## config.mk

```make
export PLATFORM = sky130hd
export DESIGN_NAME = btn_conditioner
export DESIGN_NICKNAME = d
export VERILOG_FILES = /design/src/rtl/btn_pkg.sv /design/src/rtl/debounce_channel.sv /design/src/rtl/btn_conditioner.sv
export SDC_FILE = /design/constraint.sdc
export NUM_CORES = 1
export LEC_CHECK = 0
export ABC_AREA = 1
export BUFFER_PORTS_ARGS = -buffer_cell sky130_fd_sc_hd__clkbuf_2
export CAP_MARGIN = 20
export CORE_ASPECT_RATIO = 2
export CORE_MARGIN = 2
export CORE_UTILIZATION = 55
export DETAILED_ROUTE_END_ITERATION = 6
export PLACE_DENSITY = 0.82
export SETUP_SLACK_MARGIN = 0.05
export SYNTH_ARGS = -nofsm -noshare
export SYNTH_HDL_FRONTEND = slang
export SYNTH_HIERARCHICAL = 1
export SYNTH_SLANG_ARGS = --single-unit
```

## constraint.sdc

```tcl
create_clock -name clk -period 2.6 [get_ports clk]
set_input_delay 0.26 -clock clk [delete_from_list [all_inputs] [get_ports clk]]
set_output_delay 0.26 -clock clk [all_outputs]
set_load 0.01 [all_outputs]
```

## src/rtl/btn_pkg.sv

```systemverilog
// Shared types and constants for the push-button conditioner.
// Channel state encoding and press_pulse bit positions.
package btn_pkg;

    typedef enum logic [1:0] {
        S_UP,
        S_CHK_DN,
        S_DN,
        S_CHK_UP
    } db_state_t;

    localparam int IDX_IZQ = 0;
    localparam int IDX_DER = 1;
    localparam int IDX_ARR = 2;
    localparam int IDX_ABA = 3;

endpackage

```

## src/rtl/debounce_channel.sv

```systemverilog
// One button: 2-flop synchroniser, 4-state debounce FSM with hold counter,
// registered active-low level and a one-cycle press strobe.
module debounce_channel
    import btn_pkg::*;
#(
    parameter int DEBOUNCE_CYCLES = 500000,
    localparam int CNT_W = $clog2(DEBOUNCE_CYCLES + 1)
) (
    input  logic clk,
    input  logic rst_n,
    input  logic i_raw,
    output logic o_btn,
    output logic o_btn_next,
    output logic o_press
);

    localparam logic [CNT_W-1:0] CNT_MAX = CNT_W'(DEBOUNCE_CYCLES);

    generate
        if (DEBOUNCE_CYCLES < 2) begin : g_bad_param
            $error("debounce_channel: DEBOUNCE_CYCLES must be >= 2");
        end
    endgenerate

    logic             r_sync1;
    logic             r_sync2;
    db_state_t        r_state;
    logic [CNT_W-1:0] r_cnt;
    logic             r_btn;
    logic             r_press;

    // Any reversion of the synchronised level inside a CHK state drops the
    // count, so only an unbroken run of DEBOUNCE_CYCLES+1 samples is accepted.
    always_ff @(posedge clk or negedge rst_n) begin
        if (!rst_n) begin
            r_sync1 <= 1'b1;
            r_sync2 <= 1'b1;
            r_state <= S_UP;
            r_cnt   <= '0;
            r_btn   <= 1'b1;
            r_press <= 1'b0;
        end else begin
            r_sync1 <= i_raw;
            r_sync2 <= r_sync1;
            r_press <= 1'b0;
            case (r_state)
                S_UP: begin
                    if (!r_sync2) begin
                        r_state <= S_CHK_DN;
                        r_cnt   <= CNT_W'(1);
                    end
                end
                S_CHK_DN: begin
                    if (r_sync2) begin
                        r_state <= S_UP;
                        r_cnt   <= '0;
                    end else if (r_cnt == CNT_MAX) begin
                        r_state <= S_DN;
                        r_cnt   <= '0;
                        r_btn   <= 1'b0;
                        r_press <= 1'b1;
                    end else begin
                        r_cnt <= r_cnt + CNT_W'(1);
                    end
                end
                S_DN: begin
                    if (r_sync2) begin
                        r_state <= S_CHK_UP;
                        r_cnt   <= CNT_W'(1);
                    end
                end
                S_CHK_UP: begin
                    if (!r_sync2) begin
                        r_state <= S_DN;
                        r_cnt   <= '0;
                    end else if (r_cnt == CNT_MAX) begin
                        r_state <= S_UP;
                        r_cnt   <= '0;
                        r_btn   <= 1'b1;
                    end else begin
                        r_cnt <= r_cnt + CNT_W'(1);
                    end
                end
                default: begin
                    r_state <= S_UP;
                    r_cnt   <= '0;
                end
            endcase
        end
    end

    // Level the output will take at the next edge, so the top can register
    // any_held in step with the debounced outputs.
    always_comb begin
        o_btn_next = r_btn;
        if (r_state == S_CHK_DN && !r_sync2 && r_cnt == CNT_MAX) begin
            o_btn_next = 1'b0;
        end else if (r_state == S_CHK_UP && r_sync2 && r_cnt == CNT_MAX) begin
            o_btn_next = 1'b1;
        end
    end

    assign o_btn   = r_btn;
    assign o_press = r_press;

endmodule

```

## src/rtl/btn_conditioner.sv

```systemverilog
// Conditions the four directional buttons for the movement FSM: one
// debounce channel per button plus a registered any-button-held flag.
module btn_conditioner
    import btn_pkg::*;
#(
    parameter int DEBOUNCE_CYCLES = 500000
) (
    input  logic       clk,
    input  logic       rst_n,
    input  logic       btn_izquierda_raw,
    input  logic       btn_derecha_raw,
    input  logic       btn_arriba_raw,
    input  logic       btn_abajo_raw,
    output logic       btn_izquierda,
    output logic       btn_derecha,
    output logic       btn_arriba,
    output logic       btn_abajo,
    output logic [3:0] press_pulse,
    output logic       any_held
);

    logic [3:0] w_raw;
    logic [3:0] w_btn;
    logic [3:0] w_btn_next;
    logic       r_any_held;

    assign w_raw[IDX_IZQ] = btn_izquierda_raw;
    assign w_raw[IDX_DER] = btn_derecha_raw;
    assign w_raw[IDX_ARR] = btn_arriba_raw;
    assign w_raw[IDX_ABA] = btn_abajo_raw;

    generate
        for (genvar g = 0; g < 4; g++) begin : g_chan
            debounce_channel #(
                .DEBOUNCE_CYCLES(DEBOUNCE_CYCLES)
            ) u_chan (
                .clk       (clk),
                .rst_n     (rst_n),
                .i_raw     (w_raw[g]),
                .o_btn     (w_btn[g]),
                .o_btn_next(w_btn_next[g]),
                .o_press   (press_pulse[g])
            );
        end
    endgenerate

    // Outputs are active-low, so "any pressed" means at least one bit is 0.
    always_ff @(posedge clk or negedge rst_n) begin
        if (!rst_n) begin
            r_any_held <= 1'b0;
        end else begin
            r_any_held <= ~&w_btn_next;
        end
    end

    assign btn_izquierda = w_btn[IDX_IZQ];
    assign btn_derecha   = w_btn[IDX_DER];
    assign btn_arriba    = w_btn[IDX_ARR];
    assign btn_abajo     = w_btn[IDX_ABA];
    assign any_held      = r_any_held;

endmodule
```

# ---- Word level (Yosys, flattened, before mapping)
# Index checks and enable logic that the tools add are counted.
dict set report word_totals {
  reg_bits 101
  inputBits 6
  output_inout_bits 9
  elab_cells 211
}
dict set report op_classes {
  n_addsub 4
  n_eq_ne 48
  n_mux 92
  n_reduce_logical 42
}
# op n
set ops {}
lappend ops {{19-bit 2-to-1 mux} 20}
lappend ops {{19-bit case mux with 4 select lines} 4}
lappend ops {{19-bit by 1-bit adder with 19-bit output (second input constant)} 4}
lappend ops {{19-bit == test (second input constant)} 4}
lappend ops {{2-bit 2-to-1 mux} 24}
lappend ops {{1-bit 2-to-1 mux} 36}
lappend ops {{2-bit by 1-bit inequality test with 1-bit output (second input constant)} 16}
lappend ops {{2-bit case mux with 4 select lines} 4}
lappend ops {{4-bit AND reduction} 5}
lappend ops {{5-bit AND reduction} 4}
lappend ops {{2-bit == test (second input constant)} 8}
lappend ops {{1-bit logical AND} 16}
lappend ops {{2-bit inequality test (second input constant)} 8}
lappend ops {{3-bit by 1-bit inequality test with 1-bit output (second input constant)} 4}
lappend ops {{3-bit inequality test (second input constant)} 4}
lappend ops {{2-bit by 1-bit == test with 1-bit output (second input constant)} 4}
lappend ops {{2-bit logical NOT} 4}
lappend ops {{1-bit case mux with 2 select lines} 4}
lappend ops {{2-bit AND reduction} 4}
lappend ops {{2-bit nonzero test} 4}
lappend ops {{1-bit logical NOT} 5}

# ---- Longest topological paths before layout
# Gate-level depths: netlist of run 1.
dict set report depth {
  word_depth 7
  ltp_mapped 13
  mapped_depth_nobuf 13
}

# ---- Modules after synthesis
# The synthesis of run 1 kept the hierarchy.
# module n_inst cells_each area_each_um2 seq_area_each_um2
set by_module_without_submodules {}
lappend by_module_without_submodules {{debounce_channel at g_chan[0].u_chan ...} 3 211 1580.3 629.4}
lappend by_module_without_submodules {{debounce_channel at g_chan[3].u_chan} 1 227 1606.5 629.4}
lappend by_module_without_submodules {btn_conditioner 1 6 43.8 25.0}

# ---- Least setup slack after synthesis of run 1
# OpenSTA, ideal clock, no wires.
dict set report synth_path {
  path_type {flip-flop to flip-flop}
  start {reg g_chan[3].u_chan.r_cnt[0]}
  end {reg r_any_held, in the netlist any_held}
  setup_time_ps 116
  arrival_time_ps 1309
  required_time_ps 2484
  path_slack_ps 1175
  path_stages_with_launch 14
  path_buffers 0
  synth_period_minus_slack_ps 1425
  cell_sequence {dfrtp_1 > inv_2 > ha_1 > inv_1 > nor2_1 > nand2_1 > nor2_1 > nand2_1 > nor2_1 > a21oi_1 > inv_1 > nand2_1 > inv_1 > nand2_1}
}
dict set report synth_via {
  elab_chain_cells 6
  elab_cells_between_ends 7
  classes_between {1 x eq/ne; 2 x mux; 4 x reduce/logical}
}
# item line
set synth_lines {}
lappend synth_lines {{from (decl)} debounce_channel.sv:28} ;# logic [CNT_W-1:0] r_cnt;
lappend synth_lines {{from (signal assigned)} debounce_channel.sv:63} ;# r_cnt <= r_cnt + CNT_W'(1);
lappend synth_lines {{from (signal assigned)} debounce_channel.sv:81} ;# r_cnt <= r_cnt + CNT_W'(1);
lappend synth_lines {{19-bit == test (*)} {debounce_channel.sv:96, debounce_channel.sv:98}}
lappend synth_lines {{1-bit logical AND} debounce_channel.sv:98} ;# end else if (r_state == S_CHK_UP && r_sync2 && r_cnt == CNT_MAX) begin
lappend synth_lines {{1-bit 2-to-1 mux} debounce_channel.sv:98}
lappend synth_lines {{1-bit 2-to-1 mux (*)} debounce_channel.sv:96} ;# if (r_state == S_CHK_DN && !r_sync2 && r_cnt == CNT_MAX) begin
lappend synth_lines {{via w_btn_next[3]} btn_conditioner.sv:24} ;# logic [3:0] w_btn_next;
lappend synth_lines {{4-bit AND reduction (*)} btn_conditioner.sv:52} ;# r_any_held <= ~&w_btn_next;
lappend synth_lines {{1-bit logical NOT (*)} btn_conditioner.sv:52}
lappend synth_lines {{to (signal assigned)} btn_conditioner.sv:52}
lappend synth_lines {{to (decl)} btn_conditioner.sv:25} ;# logic r_any_held;
# The timed path passes the listed nets; every way through them passes the cells marked *.
# A chain may end at the register's enable or synchronous reset.

# ---- Worst setup path after layout of run 1
dict set report layout_path {
  start {reg g_chan[0].u_chan.r_cnt[0]}
  end {reg g_chan[0].u_chan.r_cnt[12]}
}
dict set report layout_via {
  elab_chain_cells 4
  elab_cells_between_ends 6
  classes_between {1 x add/sub; 1 x eq/ne; 4 x mux}
}
# item line
set layout_lines {}
lappend layout_lines {{from (decl)} debounce_channel.sv:28}
lappend layout_lines {{from (signal assigned)} debounce_channel.sv:63}
lappend layout_lines {{from (signal assigned)} debounce_channel.sv:81}
lappend layout_lines {{19-bit by 1-bit adder with 19-bit output or 19-bit == test (tied branches)} --}
lappend layout_lines {{19-bit 2-to-1 mux (*)} {debounce_channel.sv:57, debounce_channel.sv:76}}
lappend layout_lines {{19-bit 2-to-1 mux (on tied branches)} {debounce_channel.sv:73, debounce_channel.sv:54}}
lappend layout_lines {{19-bit case mux with 4 select lines (*)} debounce_channel.sv:46} ;# case (r_state)
# Mark *: on every way between the ends. The rest lies on a longest branch, timed or not.

==> out/metrics.yaml, run 1 <==
p_leak_nw: 3.02
setup_violations: 0
async_flop_share_pct: 100
die_w_um: 80.2
wl_um: 14100
avgSynthCellArea_um2: 7.38
grt_util_all_layers_pct: 24.4
cpPeakStageDelay_ns: 0.44
io_pins: 15
grt_max_degree: 41
yosysSeqAreaShare_pct: 39.8
crit_required_ns: 2.84
antennaDiodeCount: 0
holdWs_ns: 0.359
clkTransAtPathRegs_ns: 0.07
ir_worst_vdd_mv: 0.328
drtIter0Drc: 248
place_inst: 1007
cts-root-buf: "clkbuf_16"
fp.dieH_um: 156
final_cell_mix: "nand2_1 (248), nor2_1 (125), inv_1 (90), dfrtp_1 (89), nand3_1 (72)"
synth_area_mm2: 0.00639
fin_skew_ns: 0.00903
drt-pass1-iter-count: 5
antenna_found_initial: 0
fin_crit_ns: 1.80
cp_cell_sequence: "inv_1 -> ha_1 -> nand4_1 -> nor2_1 -> nand2_2 -> nand2_4 -> inv_2 -> nand3_1 -> nand2_1"
ant_nets: 0
area_delta_synth_final_pct: 7.69
drv_cap: 0
vias_per_cell: 5.36
clock.fmax_ghz: 0.556
synth_ff_type: "dfrtp_1"
core_area_mm2: 0.0114
drc_errors: 0
vias: 5515
synth.distinct_cells: 33
synth_edf_count: 0
start_util_pct: 56.3
die-area_mm2: 0.0126
p_per_area_mw_per_mm2: 598
grt_pass1_vias: 5558
rsz0062_at_grt: "no"
dpl.hpwl_um: 10400
synth_nets: 880
reg2reg_depth: 9
hold_path_class: "flip-flop to flip-flop"
cp_slowest_cell: "dfrtp_1"
crit_arrival_ns: 2.04
hold_violations: 0
path_class: "flip-flop to flip-flop"
final_common_cell: "nand2_1"
nets: 895
clock_path_buffers: 2
worst_setup_path_start_kind: "flip-flop"
worstPathMaxFanout: 13
status: "finished, final reports clean"
cts_tree: "yes"
holdPathStages: 0
period_share_pct: 69.1
fin_setup_tns_ns: 0
insertion_delay_ns: 0.35
rows: 55
fin_cells: 1028
grt_overflow: 0
portBuffers: 14
worst_pin_slew_ns: 0.408
drive_above_1_share_pct: 16.0
synth_seq_cells: 101
slew_violations: 0
synthCells: 866
cts.sinks: 101
cts-buffers-inserted: 9
ys_warn_count: 6
wire_per_inst_um: 13.7
place_congestion: 0.943
max_slew_margin_pct: 72.8
htree_levels: 3
grt_pass1_wl_um: 24200
endpoint_kind: "flip-flop"
-- metal layers --
metal	GRT usage [%]	up-vias	part of all wire (%)	routed length [µm]
met5	0	-	0	0
met4	13.6	0	4.9	685
met3	3.23	61	2.6	365
met2	44.4	140	54	7640
met1	26.3	2549	38	5400
li1	-	2765	-	-
-- kinds of logic (layout without fill, tap and decap cells) --
logic type	Yosys count	in the layout	share of synthesized area, %
fa+ha+maj	8	8	1.57
xor+xnor	31	31	4.25
buf+inv	127	147	9.04
compound gates	78	78	8.83
flops	101	101	39.8
simple gates	521	521	36.5
-- report_power, final --
group	switching [mW]	internal (mW)	leakage, nW
registers	0.180	1.69	1.34
logic	0.540	0.230	1.51
clock network	0.630	0.850	0.160
total	1.35	2.77	3.02
-- repair_timing --
action	in CTS	in global routing
endpoints found under the hold margin	29	0
hold buffers	5	0
buffers inserted	0	0
resized for setup	0	0
-- stage by stage --
stage | worst slack (ns) | cell area [µm²] | power, mW | utilization [%]
2_1_floorplan | 1.18 | 6390 | 2.53 | -
3_3_place_gp | 0.901 | 6510 | 2.63 | 57.3
3_5_place_dp | 0.859 | 6510 | 2.65 | 57.3
4_1_cts | 0.833 | 6880 | 4.14 | 60.6
5_1_grt | 0.636 | 6880 | 4.32 | 60.6
6_report | 0.803 | 6880 | 4.12 | 60.6
-- synth_stat cells (8+ instances only) --
master | number | area share (%)
dfstp_2 | 12 | 4.9
o21ai_2 | 18 | 2.5
o21ai_0 | 11 | 0.86
inv_1 | 90 | 5.3
inv_2 | 18 | 1.1
ha_1 | 8 | 1.6
nand4_1 | 22 | 2.2
buf_2 | 9 | 0.70
nor2_2 | 18 | 1.8
nand3_1 | 72 | 5.6
nand2_2 | 12 | 1.2
nor2_1 | 125 | 7.3
o22ai_2 | 9 | 1.8
dfrtp_1 | 89 | 35
o21ai_1 | 14 | 1.1
a21oi_1 | 8 | 0.63
nand2_1 | 248 | 15
xor2_1 | 27 | 3.7
nor2_4 | 10 | 1.8
-- worst paths after layout --
| path | startpoint | endpoint | slack, ns |
|---|---|---|---|
| worst max-delay path | g_chan[0].u_chan/r_cnt[0] | g_chan[0].u_chan/r_cnt[12] | 0.80 |
| worst min-delay path | g_chan[0].u_chan/r_sync1 | g_chan[0].u_chan/r_sync2 | 0.36 |
| worst max register to register | g_chan[0].u_chan/r_cnt[0] | g_chan[0].u_chan/r_cnt[12] | 0.80 |
| worst min register to register | g_chan[0].u_chan/r_sync1 | g_chan[0].u_chan/r_sync2 | 0.36 |
| max in group asynchronous | rst_n | g_chan[1].u_chan/r_sync1 | 1.57 |
| min in group asynchronous | rst_n | g_chan[3].u_chan/r_cnt[15] | 0.37 |
-- worst max-delay path: cells and delay by family (launching register included) --
family                   cells  cell delay [ns]
adder cells (fa/ha/maj)      1             0.16
buffers and inverters        2             0.26
flip-flops                   1             0.44
AND/OR/NAND/NOR              6             0.84
-- cell type report --
| type | count | area (µm²) |
|---|---|---|
| clock buffer | 9 | 225 |
| clock inverter | 7 | 96.3 |
| fill | 1031 | 4470 |
| inverter | 108 | 405 |
| multi-input combinational | 638 | 3270 |
| sequential | 101 | 2540 |
| tap | 142 | 178 |
| timing repair buffer | 23 | 165 |
-- registers in the layout (all words and copies together), names as in the netlist, named ones only --
signal                 flops
g_chan.u_chan/r_cnt       76
g_chan.u_chan/r_state      4
g_chan.u_chan/r_sync2      4
g_chan.u_chan/r_sync1      4
any_held                   1
g_chan.u_chan/o_press      4
g_chan.u_chan/o_btn        4
No activity file was read; power rests on OpenSTA's default activity.
==> inputs of run 2 (changes only) <==
--- a/config.mk
+++ b/config.mk
@@ -12,7 +12,7 @@
 export CORE_MARGIN = 2
 export CORE_UTILIZATION = 55
 export DETAILED_ROUTE_END_ITERATION = 6
-export PLACE_DENSITY = 0.82
+export PLACE_DENSITY = 0.85
 export SETUP_SLACK_MARGIN = 0.05
 export SYNTH_ARGS = -nofsm -noshare
 export SYNTH_HDL_FRONTEND = slang
==> constraint.sdc (replaced) <==
create_clock -name clk -period 1.4 [get_ports clk]
set_input_delay 0.14 -clock clk [delete_from_list [all_inputs] [get_ports clk]]
set_output_delay 0.14 -clock clk [all_outputs]
set_load 0.01 [all_outputs]
==> run 2 against run 1 <==
The flow now finishes with violations (design-rule violations, negative setup slack). Core utilization increased by 13 points. First-iteration DRC count increased to 3.8 times the previous value. Clock skew about the same. Critical path depth increased by 2. Total power increased by 130%. Clock power increased by 76%. Routed wire length increased by 52%. Largest power group is now combinational logic.
==> out/metrics.yaml, run 2 (synthesis gave the netlist of run 1 again) <==
clock_path_buffers: 2  # unchanged
die_w_um: 80.2  # unchanged
area_delta_synth_final_pct: 31.6
cts-root-buf: "clkbuf_16"
seq_area_mm2: 0.00254  # unchanged
rows: 55  # unchanged
max_slew_margin_pct: 72.7  # -0.16 points
swShare_pct: 35.6  # +2.8 points
cts.sinks: 101  # unchanged
setup_violations: 91  # +91
cp_slowest_cell: "dfrtp_1"
use_met1_pct: 29.7  # +3.4 points
switchingPower_mw: 3.42  # +150%
die-area_mm2: 0.0126  # unchanged
grt_use_met3_pct: 4.38  # +1.2 points
cp_cell_sequence: "inv_2 -> ha_4 -> nand4_1 -> nor2_2 -> nand2_2 -> nor2_2 -> a21oi_2 -> inv_1 -> nand2_1 -> inv_1 -> nand2_1"
nets: 1025  # +15%
holdWs_ns: 0.216  # -0.143 ns
insertion_delay_ns: 0.35  # about the same
multi_input_area_mm2: 0.00370  # +13%
fp.dieH_um: 156  # unchanged
rsz0062_at_grt: "yes"
grt_max_degree: 49  # +20%
hold_violations: 0  # unchanged
antennaDiodeCount: 0  # unchanged
setup_ws_ns: -0.304  # -1.11 ns
seqPwrFrac_pct: 35.1  # -10 points
vias: 6970  # +26%
path_buf_inv: 3  # +1
violations: "design-rule violations, negative setup slack"
portBuffers: 14  # unchanged
ant_nets: 0  # unchanged
final_cell_mix: "nand2_1 (238), buf_4 (118), nor2_1 (105), dfrtp_1 (89), inv_1 (75)"
endpoint_kind: "flip-flop"
period_share_pct: 122  # +53 points
path_class: "flip-flop to flip-flop"
worst_setup_path_start_kind: "flip-flop"
wl_um: 21400  # +52%
regMostFlops: "g_chan.u_chan/r_cnt"
worst_pin_slew_ns: 0.409  # +0.000905 ns
htree_levels: 3  # unchanged
fin_skew_ns: 0.00914  # +0.000118 ns
largest_reg_flops: 76  # unchanged
wire_per_inst_um: 18.5  # +35%
p_clk_share_pct: 27.2  # -8.8 points
combinationalPowerShare_pct: 37.7  # +19 points
use_met2_pct: 55.4  # +11 points
hold_path_class: "input port to async pin"
worstPathMaxFanout: 3  # -10
place_inst: 1116  # +11%
io_pins: 15  # unchanged
start_util_pct: 56.3  # unchanged
fin_setup_tns_ns: -14.03  # -14.03 ns
busiest_layer: "met2"
cts_tree: "yes"
grt_pass1_wl_um: 29700  # +23%
fin_crit_ns: 1.70  # -0.0931 ns
crit_required_ns: 1.65  # -1.19 ns
drc_errors: 8  # +8
p_per_area_mw_per_mm2: 1140  # +91%
drv_cap: 0  # unchanged
slew_violations: 0  # unchanged
ir_worst_vdd_mv: 0.877  # +170%
cts-buffers-inserted: 9  # unchanged
antenna_found_initial: 0  # unchanged
p_int_mw: 6.18  # +120%
status: "finished, violations left"
grt_overflow: 0  # unchanged
place_area_mm2: 0.00748  # +15%
cpPeakStageDelay_ns: 0.43  # about the same
fin_cells: 1158  # +13%
dpl.hpwl_um: 12200  # +17%
final_common_cell: "nand2_1"
clock.fmax_ghz: 0.587  # +5.5%
grt_util_all_layers_pct: 30.3  # +5.9 points
cp_top_family: "simple AND/OR/NAND/NOR gates"
drive_above_1_share_pct: 35.8  # +20 points
finish.instance_area_mm2: 0.00841  # +22%
drt-pass1-iter-count: 7  # +2
p_leak_nw: 3.80  # +26%
core_area_mm2: 0.0114  # unchanged
grt_pass1_vias: 6730  # +21%
vias_per_cell: 6.02  # +12%
num-fill-cells: 734  # -29%
place_congestion: 0.974  # +3.3%
drtIter0Drc: 936  # +280%
clkTransAtPathRegs_ns: 0.08  # about the same
crit_arrival_ns: 1.95  # -0.09 ns
## run 2: timing repair
| item | in CTS | in global routing |
|---|---|---|
| cloned | 0 | 0 |
| buffers inserted | 9 | 13 |
| resized for setup | 51 | 63 |
| endpoints found under the hold margin | 55 | 0 |
| endpoints found under the setup margin | 87 | 91 |
| hold buffers | 5 | 0 |
| pin swaps | 13 | 33 |
## run 2: worst paths after layout
check	endpoint	cells past startpoint	start	slack, ns
hold / removal	g_chan[3].u_chan/r_cnt[7]	2	rst_n	0.22
hold reg to reg	g_chan[2].u_chan/r_sync2	0	g_chan[2].u_chan/r_sync1	0.36
min in group clk	g_chan[2].u_chan/r_sync2	0	g_chan[2].u_chan/r_sync1	0.36
setup reg to reg	any_held	11	g_chan[1].u_chan/r_cnt[0]	-0.30
max in group asynchronous	g_chan[1].u_chan/o_btn	3	rst_n	0.57
setup / recovery	any_held	11	g_chan[1].u_chan/r_cnt[0]	-0.30
## run 2: layer usage
metal	part of all wire, %	wire length [µm]	vias up
met5	0	0	-
met4	8.4	1800	0
met3	7.0	1500	176
met2	52	11100	501
met1	33	7010	3275
li1	-	-	3018
## run 2: cell type report
cell class,count,area share [%]
Multi-Input combinational cell,638,44.0
Tap cell,142,2.11
Clock buffer,9,2.68
Sequential cell,101,30.2
Clock inverter,7,0.892
Timing Repair Buffer,153,15.0
Inverter,108,5.12
## run 2: metrics by stage
stage | setup WS [ns] | util (%) | power [mW]
after global routing | -0.362 | 74.1 | 9.88
final | -0.304 | 74.1 | 9.59
after floorplan | 0.000157 | - | 4.81
after global placement | -0.0718 | 65.9 | 5.86
after detailed placement | -0.132 | 65.9 | 5.97
after CTS | -0.0944 | 71.2 | 8.83
## run 2: power groups by stage
| stage | clock network, mW | logic [mW] | registers [mW] |
|---|---|---|---|
| after floorplan | 0 | 1.41 | 3.40 |
| after global placement | 0 | 2.49 | 3.38 |
| after detailed placement | 0 | 2.58 | 3.39 |
| after CTS | 2.61 | 2.89 | 3.33 |
| after global routing | 2.75 | 3.75 | 3.38 |
| final | 2.61 | 3.61 | 3.37 |
